### config.mk
export PLATFORM = sky130hd
export DESIGN_NAME = complex_nr_mult_stim_gen
export DESIGN_NICKNAME = d
export VERILOG_FILES = /design/src/rtl/complex_nr_mult_stim_gen_pkg.sv /design/src/rtl/complex_nr_ref_model.sv /design/src/rtl/complex_nr_mult_stim_gen.sv
export SDC_FILE = /design/constraint.sdc
export NUM_CORES = 1
export LEC_CHECK = 0
export CAP_MARGIN = 20
export CORE_ASPECT_RATIO = 0.75
export CORE_MARGIN = 5
export CORE_UTILIZATION = 33
export DETAILED_ROUTE_END_ITERATION = 10
export SLEW_MARGIN = 20
export SYNTH_ARGS = -nofsm -noshare
export SYNTH_HDL_FRONTEND = slang
export SYNTH_SLANG_ARGS = --single-unit
### constraint.sdc
create_clock -name clk -period 13.6 [get_ports clk]
set_input_delay 3.4 -clock clk [delete_from_list [all_inputs] [get_ports clk]]
set_output_delay 3.4 -clock clk [all_outputs]
set_load 0.02 [all_outputs]
### src/rtl/complex_nr_mult_stim_gen_pkg.sv
// Shared encodings and constants for the complex multiplier stimulus generator.
// Also holds the LFSR step so every user advances it the same way.
package complex_nr_mult_stim_gen_pkg;

    typedef enum logic [2:0] {
        ST_IDLE      = 3'd0,
        ST_RST_PULSE = 3'd1,
        ST_LOAD      = 3'd2,
        ST_SEND      = 3'd3,
        ST_WAIT_RES  = 3'd4,
        ST_CHECK     = 3'd5,
        ST_DONE      = 3'd6
    } state_t;

    localparam logic [1:0] MODE_FIXED  = 2'd0;
    localparam logic [1:0] MODE_RANDOM = 2'd1;
    localparam logic [1:0] MODE_CORNER = 2'd2;
    localparam logic [1:0] MODE_SWEEP  = 2'd3;

    // Right-shifting Galois form of x^32 + x^22 + x^2 + x + 1
    localparam logic [31:0] LFSR_POLY = 32'h8020_0003;

    localparam int FIXED_OP1_RE = 2;
    localparam int FIXED_OP1_IM = 3;
    localparam int FIXED_OP2_RE = 4;
    localparam int FIXED_OP2_IM = 2;

    function automatic logic [31:0] lfsr_step(input logic [31:0] s);
        return s[0] ? ((s >> 1) ^ LFSR_POLY) : (s >> 1);
    endfunction

endpackage

### src/rtl/complex_nr_ref_model.sv
// Combinational reference complex product of the packed operand word.
// Result components are full width, so no overflow or truncation occurs.
module complex_nr_ref_model
    import complex_nr_mult_stim_gen_pkg::*;
#(
    parameter int DATA_WIDTH = 8
) (
    input  logic        [4*DATA_WIDTH-1:0] op_data,
    output logic signed [2*DATA_WIDTH:0]   exp_re,
    output logic signed [2*DATA_WIDTH:0]   exp_im
);

    localparam int PW = 2*DATA_WIDTH + 1;

    logic signed [DATA_WIDTH-1:0] a_re, a_im, b_re, b_im;
    logic signed [PW-1:0]         p_rr, p_ii, p_ri, p_ir;

    always_comb begin
        a_re = op_data[4*DATA_WIDTH-1 -: DATA_WIDTH];
        a_im = op_data[3*DATA_WIDTH-1 -: DATA_WIDTH];
        b_re = op_data[2*DATA_WIDTH-1 -: DATA_WIDTH];
        b_im = op_data[DATA_WIDTH-1   -: DATA_WIDTH];
        p_rr = PW'(a_re) * PW'(b_re);
        p_ii = PW'(a_im) * PW'(b_im);
        p_ri = PW'(a_re) * PW'(b_im);
        p_ir = PW'(a_im) * PW'(b_re);
        exp_re = p_rr - p_ii;
        exp_im = p_ri + p_ir;
    end

endmodule

### src/rtl/complex_nr_mult_stim_gen.sv
// Drives operand transactions into a complex multiplier, checks each result
// against a reference model and tallies pass/error counts per run.
module complex_nr_mult_stim_gen
    import complex_nr_mult_stim_gen_pkg::*;
#(
    parameter int          DATA_WIDTH     = 8,
    parameter int          CNT_WIDTH      = 10,
    parameter int          TIMEOUT_CYCLES = 64,
    parameter logic [31:0] LFSR_SEED      = 32'hACE1_2468
) (
    input  logic                      clk,
    input  logic                      rstn,
    input  logic                      start,
    input  logic [1:0]                mode,
    input  logic [CNT_WIDTH-1:0]      num_trans,
    input  logic                      op_ready,
    input  logic                      res_val,
    input  logic [4*DATA_WIDTH+1:0]   res_data,
    output logic                      sw_rst,
    output logic                      op_val,
    output logic [4*DATA_WIDTH-1:0]   op_data,
    output logic                      res_ready,
    output logic                      busy,
    output logic                      done,
    output logic [CNT_WIDTH-1:0]      pass_cnt,
    output logic [CNT_WIDTH-1:0]      err_cnt,
    output logic                      timeout_err,
    output state_t                    state_dbg
);

    localparam int                   RW       = 2*DATA_WIDTH + 1;
    localparam int                   TW       = $clog2(TIMEOUT_CYCLES + 1);
    localparam logic [TW-1:0]        TO_LAST  = TW'(TIMEOUT_CYCLES - 1);
    localparam logic [CNT_WIDTH-1:0] CNT_MAX  = '1;

    state_t                  state;
    logic [1:0]              mode_q;
    logic [CNT_WIDTH-1:0]    num_q;
    logic [CNT_WIDTH-1:0]    idx_q;
    logic [31:0]             lfsr;
    logic [TW-1:0]           to_cnt;
    logic [2*RW-1:0]         exp_r;
    logic [2*RW-1:0]         res_r;
    logic [4*DATA_WIDTH-1:0] ops_next;
    logic signed [RW-1:0]    ref_re;
    logic signed [RW-1:0]    ref_im;

    assign state_dbg = state;

    always_comb begin
        ops_next = '0;
        case (mode_q)
            MODE_FIXED:  ops_next = {DATA_WIDTH'(FIXED_OP1_RE), DATA_WIDTH'(FIXED_OP1_IM),
                                     DATA_WIDTH'(FIXED_OP2_RE), DATA_WIDTH'(FIXED_OP2_IM)};
            MODE_RANDOM: ops_next = lfsr[4*DATA_WIDTH-1:0];
            MODE_CORNER: ops_next = '1;
            MODE_SWEEP:  ops_next = {4{idx_q[DATA_WIDTH-1:0]}};
            default:     ops_next = '0;
        endcase
    end

    complex_nr_ref_model #(
        .DATA_WIDTH (DATA_WIDTH)
    ) u_ref (
        .op_data (ops_next),
        .exp_re  (ref_re),
        .exp_im  (ref_im)
    );

    // Handshakes: a word moves on a rising edge where valid and ready are both
    // high; valid holds its data stable until then and never waits on ready.
    always_ff @(posedge clk or negedge rstn) begin
        if (!rstn) begin
            state       <= ST_IDLE;
            mode_q      <= '0;
            num_q       <= '0;
            idx_q       <= '0;
            lfsr        <= LFSR_SEED;
            to_cnt      <= '0;
            exp_r       <= '0;
            res_r       <= '0;
            sw_rst      <= 1'b0;
            op_val      <= 1'b0;
            op_data     <= '0;
            res_ready   <= 1'b0;
            busy        <= 1'b0;
            done        <= 1'b0;
            pass_cnt    <= '0;
            err_cnt     <= '0;
            timeout_err <= 1'b0;
        end else begin
            case (state)
                ST_IDLE, ST_DONE: begin
                    if (start) begin
                        state       <= ST_RST_PULSE;
                        mode_q      <= mode;
                        num_q       <= num_trans;
                        idx_q       <= '0;
                        done        <= 1'b0;
                        pass_cnt    <= '0;
                        err_cnt     <= '0;
                        timeout_err <= 1'b0;
                        sw_rst      <= 1'b1;
                        busy        <= 1'b1;
                    end
                end
                ST_RST_PULSE: begin
                    sw_rst <= 1'b0;
                    if (num_q == '0) begin
                        state <= ST_DONE;
                        done  <= 1'b1;
                        busy  <= 1'b0;
                    end else begin
                        state <= ST_LOAD;
                    end
                end
                ST_LOAD: begin
                    op_data <= ops_next;
                    exp_r   <= {ref_re, ref_im};
                    if (mode_q == MODE_RANDOM) begin
                        lfsr <= lfsr_step(lfsr);
                    end
                    op_val  <= 1'b1;
                    to_cnt  <= '0;
                    state   <= ST_SEND;
                end
                ST_SEND: begin
                    if (op_ready) begin
                        op_val    <= 1'b0;
                        res_ready <= 1'b1;
                        to_cnt    <= '0;
                        state     <= ST_WAIT_RES;
                    end else if (to_cnt == TO_LAST) begin
                        op_val      <= 1'b0;
                        timeout_err <= 1'b1;
                        done        <= 1'b1;
                        busy        <= 1'b0;
                        state       <= ST_DONE;
                    end else begin
                        to_cnt <= to_cnt + 1'b1;
                    end
                end
                ST_WAIT_RES: begin
                    if (res_val) begin
                        res_r     <= res_data;
                        res_ready <= 1'b0;
                        state     <= ST_CHECK;
                    end else if (to_cnt == TO_LAST) begin
                        res_ready   <= 1'b0;
                        timeout_err <= 1'b1;
                        done        <= 1'b1;
                        busy        <= 1'b0;
                        state       <= ST_DONE;
                    end else begin
                        to_cnt <= to_cnt + 1'b1;
                    end
                end
                ST_CHECK: begin
                    if (res_r == exp_r) begin
                        if (pass_cnt != CNT_MAX) pass_cnt <= pass_cnt + 1'b1;
                    end else begin
                        if (err_cnt != CNT_MAX) err_cnt <= err_cnt + 1'b1;
                    end
                    idx_q <= idx_q + 1'b1;
                    if (idx_q + 1'b1 == num_q) begin
                        state <= ST_DONE;
                        done  <= 1'b1;
                        busy  <= 1'b0;
                    end else begin
                        state <= ST_LOAD;
                    end
                end
                default: state <= ST_IDLE;
            endcase
        end
    end

endmodule

-- Yosys cells after proc, flatten, opt, wreduce, memory -nomap -nowiden
Cells that the tools add are included.
- bits in registers: 190
- input port bits: 51
- output and inout port bits: 61
- muxes and demuxes: 46
- reductions and logical operators: 23
- equality and inequality tests: 26
- bitwise gates (word level): 1
- multipliers: 4
- add/subtract/negate cells: 6
- operators by type and width (operator ; count):
    $pmux 32 s4 ; 1
    $mul 8x8->16 ; 4
    $pmux 10 s2 ; 3
    $mux 10 ; 5
    $eq 34x34->1 ; 1
    $mux 32 ; 1
    $add 10x1->10 const B ; 3
    $mux 7 ; 3
    $pmux 7 s3 ; 1
    $ne 10x10->1 const B ; 2
    $ne 2x2->1 const B ; 10
    $mux 1 ; 19
    $mux 3 ; 6
    $pmux 3 s6 ; 1
    $add 17x17->17 ; 1
    $sub 17x17->17 ; 1
    $reduce_and 2->1 ; 7
    $reduce_and 4->1 ; 3
    $eq 10x10->1 ; 1
    $logic_not 10->1 ; 1
    $pmux 1 s5 ; 2
    $eq 3x3->1 const B ; 3
    $reduce_bool 2->1 ; 4
    $add 7x1->7 const B ; 1
    16 further kinds ; 22

-- Logic depth before layout (Yosys ltp)
- depth after elaboration: 4
- gate-level depth with buffers: 30
- mapped depth without buffers: 27

-- Hierarchy
From an unflattened synthesis, not the netlist that was laid out.
- cells, all modules: 2017
- area total of the unflattened synthesis: 19819.0 um^2
- modules (own cells, without submodules) (module ; area an instance (um^2) ; sequential area each (um^2) ; cells each ; times used):
    complex_nr_ref_model ; 10819.1 ; 0.0 ; 1164 ; 1
    complex_nr_mult_stim_gen ; 8999.9 ; 4770.8 ; 853 ; 1

-- Worst setup path after synthesis
No wires, ideal clock.
- path kind: register -> register
- from: register mode_q[1]
- to: register exp_r[14]
- stages on the path, launching flop included: 31
- clock period less this slack: 6.259 ns
- required time: 13.469 ns
- data arrival time: 6.128 ns
- path slack: 7.341 ns
- cells stage by stage: dfrtp_1 clkbuf_1 inv_1 clkbuf_1 a21oi_1 a21oi_1 clkbuf_1 nor2_1 ha_1 inv_1 fa_1 inv_1 ha_1 inv_1 fa_1 inv_1 ha_1 fa_1 a21o_1 a21oi_1 o21ai_0 or4_1 nand2_1 xnor2_1 ha_1 or3_1 o21ai_0 nor2_1 nor2_1 a2111o_1 o211ai_1
- longest elaborated chain between the ends: 4
- elaborated cells on any way between the ends: 8
- RTL lines (element ; line ; text):
    start: declaration ; complex_nr_mult_stim_gen.sv:37 ; logic [1:0] mode_q;
    start signal: assignment ; complex_nr_mult_stim_gen.sv:96 ; mode_q <= mode;
    $eq 2x2->1 (tied with other cells) ; complex_nr_mult_stim_gen.sv:52 ; case (mode_q)
    $pmux 32 s4 * ; complex_nr_mult_stim_gen.sv:52 ;
    $mul 8x8->16 (on tied branches) ; complex_nr_ref_model.sv:25, complex_nr_ref_model.sv:26 ;
    $add 17x17->17 * ; complex_nr_ref_model.sv:28 ; exp_im = p_ri + p_ir;
    end signal: assignment ; complex_nr_mult_stim_gen.sv:119 ; exp_r <= {ref_re, ref_im};
    end: declaration ; complex_nr_mult_stim_gen.sv:42 ; logic [2*RW-1:0] exp_r;
Every way passes the cells marked *; elsewhere a longest branch is shown, timed or not.
A chain may end at the register's enable or synchronous reset.

-- Worst setup path after layout
- from: register mode_q[0]
- to: register exp_r[32]
- longest elaborated chain between the ends: 4
- elaborated cells on any way between the ends: 8
- RTL lines (element ; line ; text):
    $eq 2x2->1 (tied with other cells) ; complex_nr_mult_stim_gen.sv:52 ;
    $pmux 32 s4 * ; complex_nr_mult_stim_gen.sv:52 ;
    $mul 8x8->16 (on tied branches) ; complex_nr_ref_model.sv:23, complex_nr_ref_model.sv:24 ;
    $sub 17x17->17 * ; complex_nr_ref_model.sv:27 ; exp_re = p_rr - p_ii;
Marked as above.

==> qor.yml <==
synthesis:
  synth_top_family_by_area: "adder cells"
  synth_edf_count: 0
  yosys_warnings: 0
  synthXorXnorAreaFrac: 0.05643
  yosys.area_share.simple: 0.1508
  synth_compound_area_frac: 0.1129
  syn-cell-area_um2: 20180
  ys_seq_area_frac: 0.2365
  syn_nets: 2692
  synth_ff_type: "dfrtp_1"
  postSynthCellCount: 2267
  ys_ff_latch: 190
  yosys.area_share.adder: 0.3145
  synth.avg_cell_area_um2: 8.900
  ys_async_sr_fraction: 1.000
  ys_types: 79
  synthMuxAreaShare: 0.04068
clock_tree:
  clk_pin_slew_worst_paths_ns: 0.08
  cts_tree: "yes"
  cts_sinks: 190
  cts_root_buffer: "clkbuf_16"
  hold_buffers: 0
  ctsHtreeMaxLevel: 4
  clock_latency_ns: 0.47
  clk_path_buf_depth: 2
  cts-resized-gates: 0
  numCtsBuffers: 17
  cts_setup_buffers: 0
setup_path:
  start_kind: "flip-flop"
  crit_chain: "nor2b_2 > buf_4 > a21oi_1 > nor2_1 > inv_1 > fa_1 > fa_1 > inv_1 > fa_1 > inv_1 > fa_1 > inv_1 > ha_1 > and2_1 > a311oi_1 > o21ai_1 > a31o_2 > a21oi_1 > xnor2_1 > ha_1 > xor2_1 > nand2_1 > nor4b_1 > a211oi_1"
  worst_ep_required_time_ns: 13.94
  reg2reg_depth: 24
  crit_path_end_kind: "flip-flop"
  worstReg2RegStart: "mode_q[0]"
  path_class: "reg -> reg"
  arrival_ns: 7.40
  regToRegSetupSlack_ns: 6.54
  cpPeakStageDelay_ns: 0.87
  cp_max_fo: 47
  critPathSlowestCell: "a21oi_1"
  reg2reg_to: "exp_r[32]"
floorplan:
  die_area_um2: 66240
  start_util: 0.3335
  die_w_um: 295.5
  die_y_um: 224.1
  core-area_um2: 60510
  row_count: 78
  pin_count: 112
cells_and_area:
  final-instance-count-excl-fill: 3162
  drive_gt1_frac: 0.07197
  post-route-util: 0.3770
  fillers: 6069
  fin_nets: 2775
  diodes: 0
  register_area_um2: 4771
  finish.instance_area_um2: 22810
  multi_input_area_um2: 13660
  syn_to_final_growth_pct: 13.05
route:
  wl_per_cell_um: 18.17
  routed_via_density: 5.037
  routed_wl_um: 57460
  drtIter0Drc: 1331
  firstDrtPassIters: 5
  vias: 15930
  drtAntennaViolNets: 0
  drc: 0
hold_path:
  min_path_cells: 2
  min_to: "op_data[20]"
  hold_path_startpoint: "op_data[20]"
  min_path_type: "reg -> reg"
sta:
  hold_viol_final: 0
  rsz0062_at_grt: "no"
  worst_pin_slew_ns: 1.068
  relSlewSlack: 0.2881
  fin_crit_sh: 0.5190
  setup_viol: 0
  fmax_mhz: 141.7
  fin_crit_ns: 7.058
  finClkSkew_ns: 0.01678
  setup_tns_ns: 0
  timing.final.max_slew_violations: 0
global_routing:
  antenna_found_initial: 2
  grt_overflow: 0
  grt_usage: 0.1767
  grt_pass1_vias: 16010
  grt_pass1_wl_um: 91910
  grt_max_degree: 77
placed_design:
  placed_cells: 3131
  placed_cell_area_um2: 22200
  portBuffers: 111
  finalWeightedCongestion: 0.8831
  dp_hpwl_um: 44400
status:
  status: "finished clean"
flow_run:
  cap_violations: 0
## cells in the final DEF (no fill, tap or decap), types with 20 or more instances in the layout
cell type	synthesis	layout
clkdlybuf4s50_1	0	110
dfrtp_1	177	177
nand2_1	229	229
xnor2_1	97	97
buf_4	0	34
fa_1	222	222
inv_1	376	376
mux2_2	64	64
a21o_1	41	41
nor3_1	25	25
xor2_1	33	33
o21ai_0	109	109
ha_1	152	152
nand3_1	30	29
a21oi_1	89	87
nor2_1	260	259
nand2b_1	21	20
## critical path: cells and delay by family (launching register included)
family / cells / cell delay (ns)
buf+inv: 5 / 0.57
compound gates: 6 / 1.94
flops: 1 / 0.52
xor+xnor: 2 / 0.34
simple gates: 5 / 0.96
fa+ha+maj: 6 / 2.61
## sequential cells by signal (all words and copies together), names as in the netlist
name,cells
idx_q,10
res_ready,1
timeout_err,1
to_cnt,7
sw_rst,1
err_cnt,10
num_q,10
lfsr,32
state_dbg,3
exp_r,34
res_r,34
op_data,32
mode_q,2
pass_cnt,10
done,1
busy,1
op_val,1
## cells in the mapped netlist, types with 15 or more instances
cell / count / area [µm²]
nand4_1: 18 / 112.6
dfrtp_1: 177 / 4429
ha_1: 152 / 1902
nand3_1: 30 / 150.1
nor2_1: 260 / 975.9
clkbuf_1: 53 / 198.9
a21oi_1: 89 / 445.4
or3_1: 17 / 106.4
nand2b_1: 21 / 131.4
o21a_1: 15 / 112.6
buf_2: 19 / 95.09
nand2_1: 229 / 859.6
xnor2_1: 97 / 849.6
o21ai_0: 109 / 545.5
mux2_2: 64 / 720.7
nor3_1: 25 / 125.1
inv_1: 376 / 1411
a31oi_1: 15 / 93.84
xor2_1: 33 / 289.0
fa_1: 222 / 4444
a21o_1: 41 / 307.8
## layer usage
metal / track usage / wire, µm / vias to the layer above
li1: - / - / 7481
met1: 0.2746 / 28700 / 7871
met2: 0.2552 / 23790 / 524
met3: 0.03509 / 4177 / 52
met4: 0.03477 / 790 / 0
met5: 0 / 0 / -
## metrics by stage
step | hold WS, ns | setup WS (ns)
final | 0.4846 | 6.542
after global routing | 0.5213 | 6.063
after CTS | 0.4889 | 6.498
after detailed placement | 0.4702 | 6.535
after global placement | 0.4673 | 6.649
after floorplan | 0.4668 | 7.341
## worst max path at each step
stage / start / end / slack [ns] / cells past startpoint
after detailed placement: mode_q[0] / exp_r[14] / 6.54 / 25
after global placement: mode_q[0] / exp_r[14] / 6.65 / 25
after floorplan: mode_q[1] / exp_r[14] / 7.34 / 30
after CTS: mode_q[0] / exp_r[14] / 6.50 / 25
final: mode_q[0] / exp_r[32] / 6.54 / 24
after global routing: mode_q[0] / exp_r[14] / 6.06 / 26
## kinds of logic after synthesis
| logic type | Yosys count |
|---|---|
| multiplexers | 74 |
| AO/OA/AOI/OAI | 361 |
| XOR/XNOR | 130 |
| buffers and inverters | 457 |
| adder cells (fa/ha/maj) | 374 |
| flip-flops | 190 |
| AND/OR/NAND/NOR | 681 |
## area by class of cell
type / instances / area share
repair buffers: 145 / 0.06007
multi-input cells: 1620 / 0.5987
well taps: 800 / 0.04388
clock buffers: 18 / 0.01925
inverters: 376 / 0.06188
clock inverters: 13 / 0.007021
flip-flops and latches: 190 / 0.2092
Power is left out: the tool's default activity adds up to more than one toggle a clock period on the data nets, which glitch-free logic cannot reach.
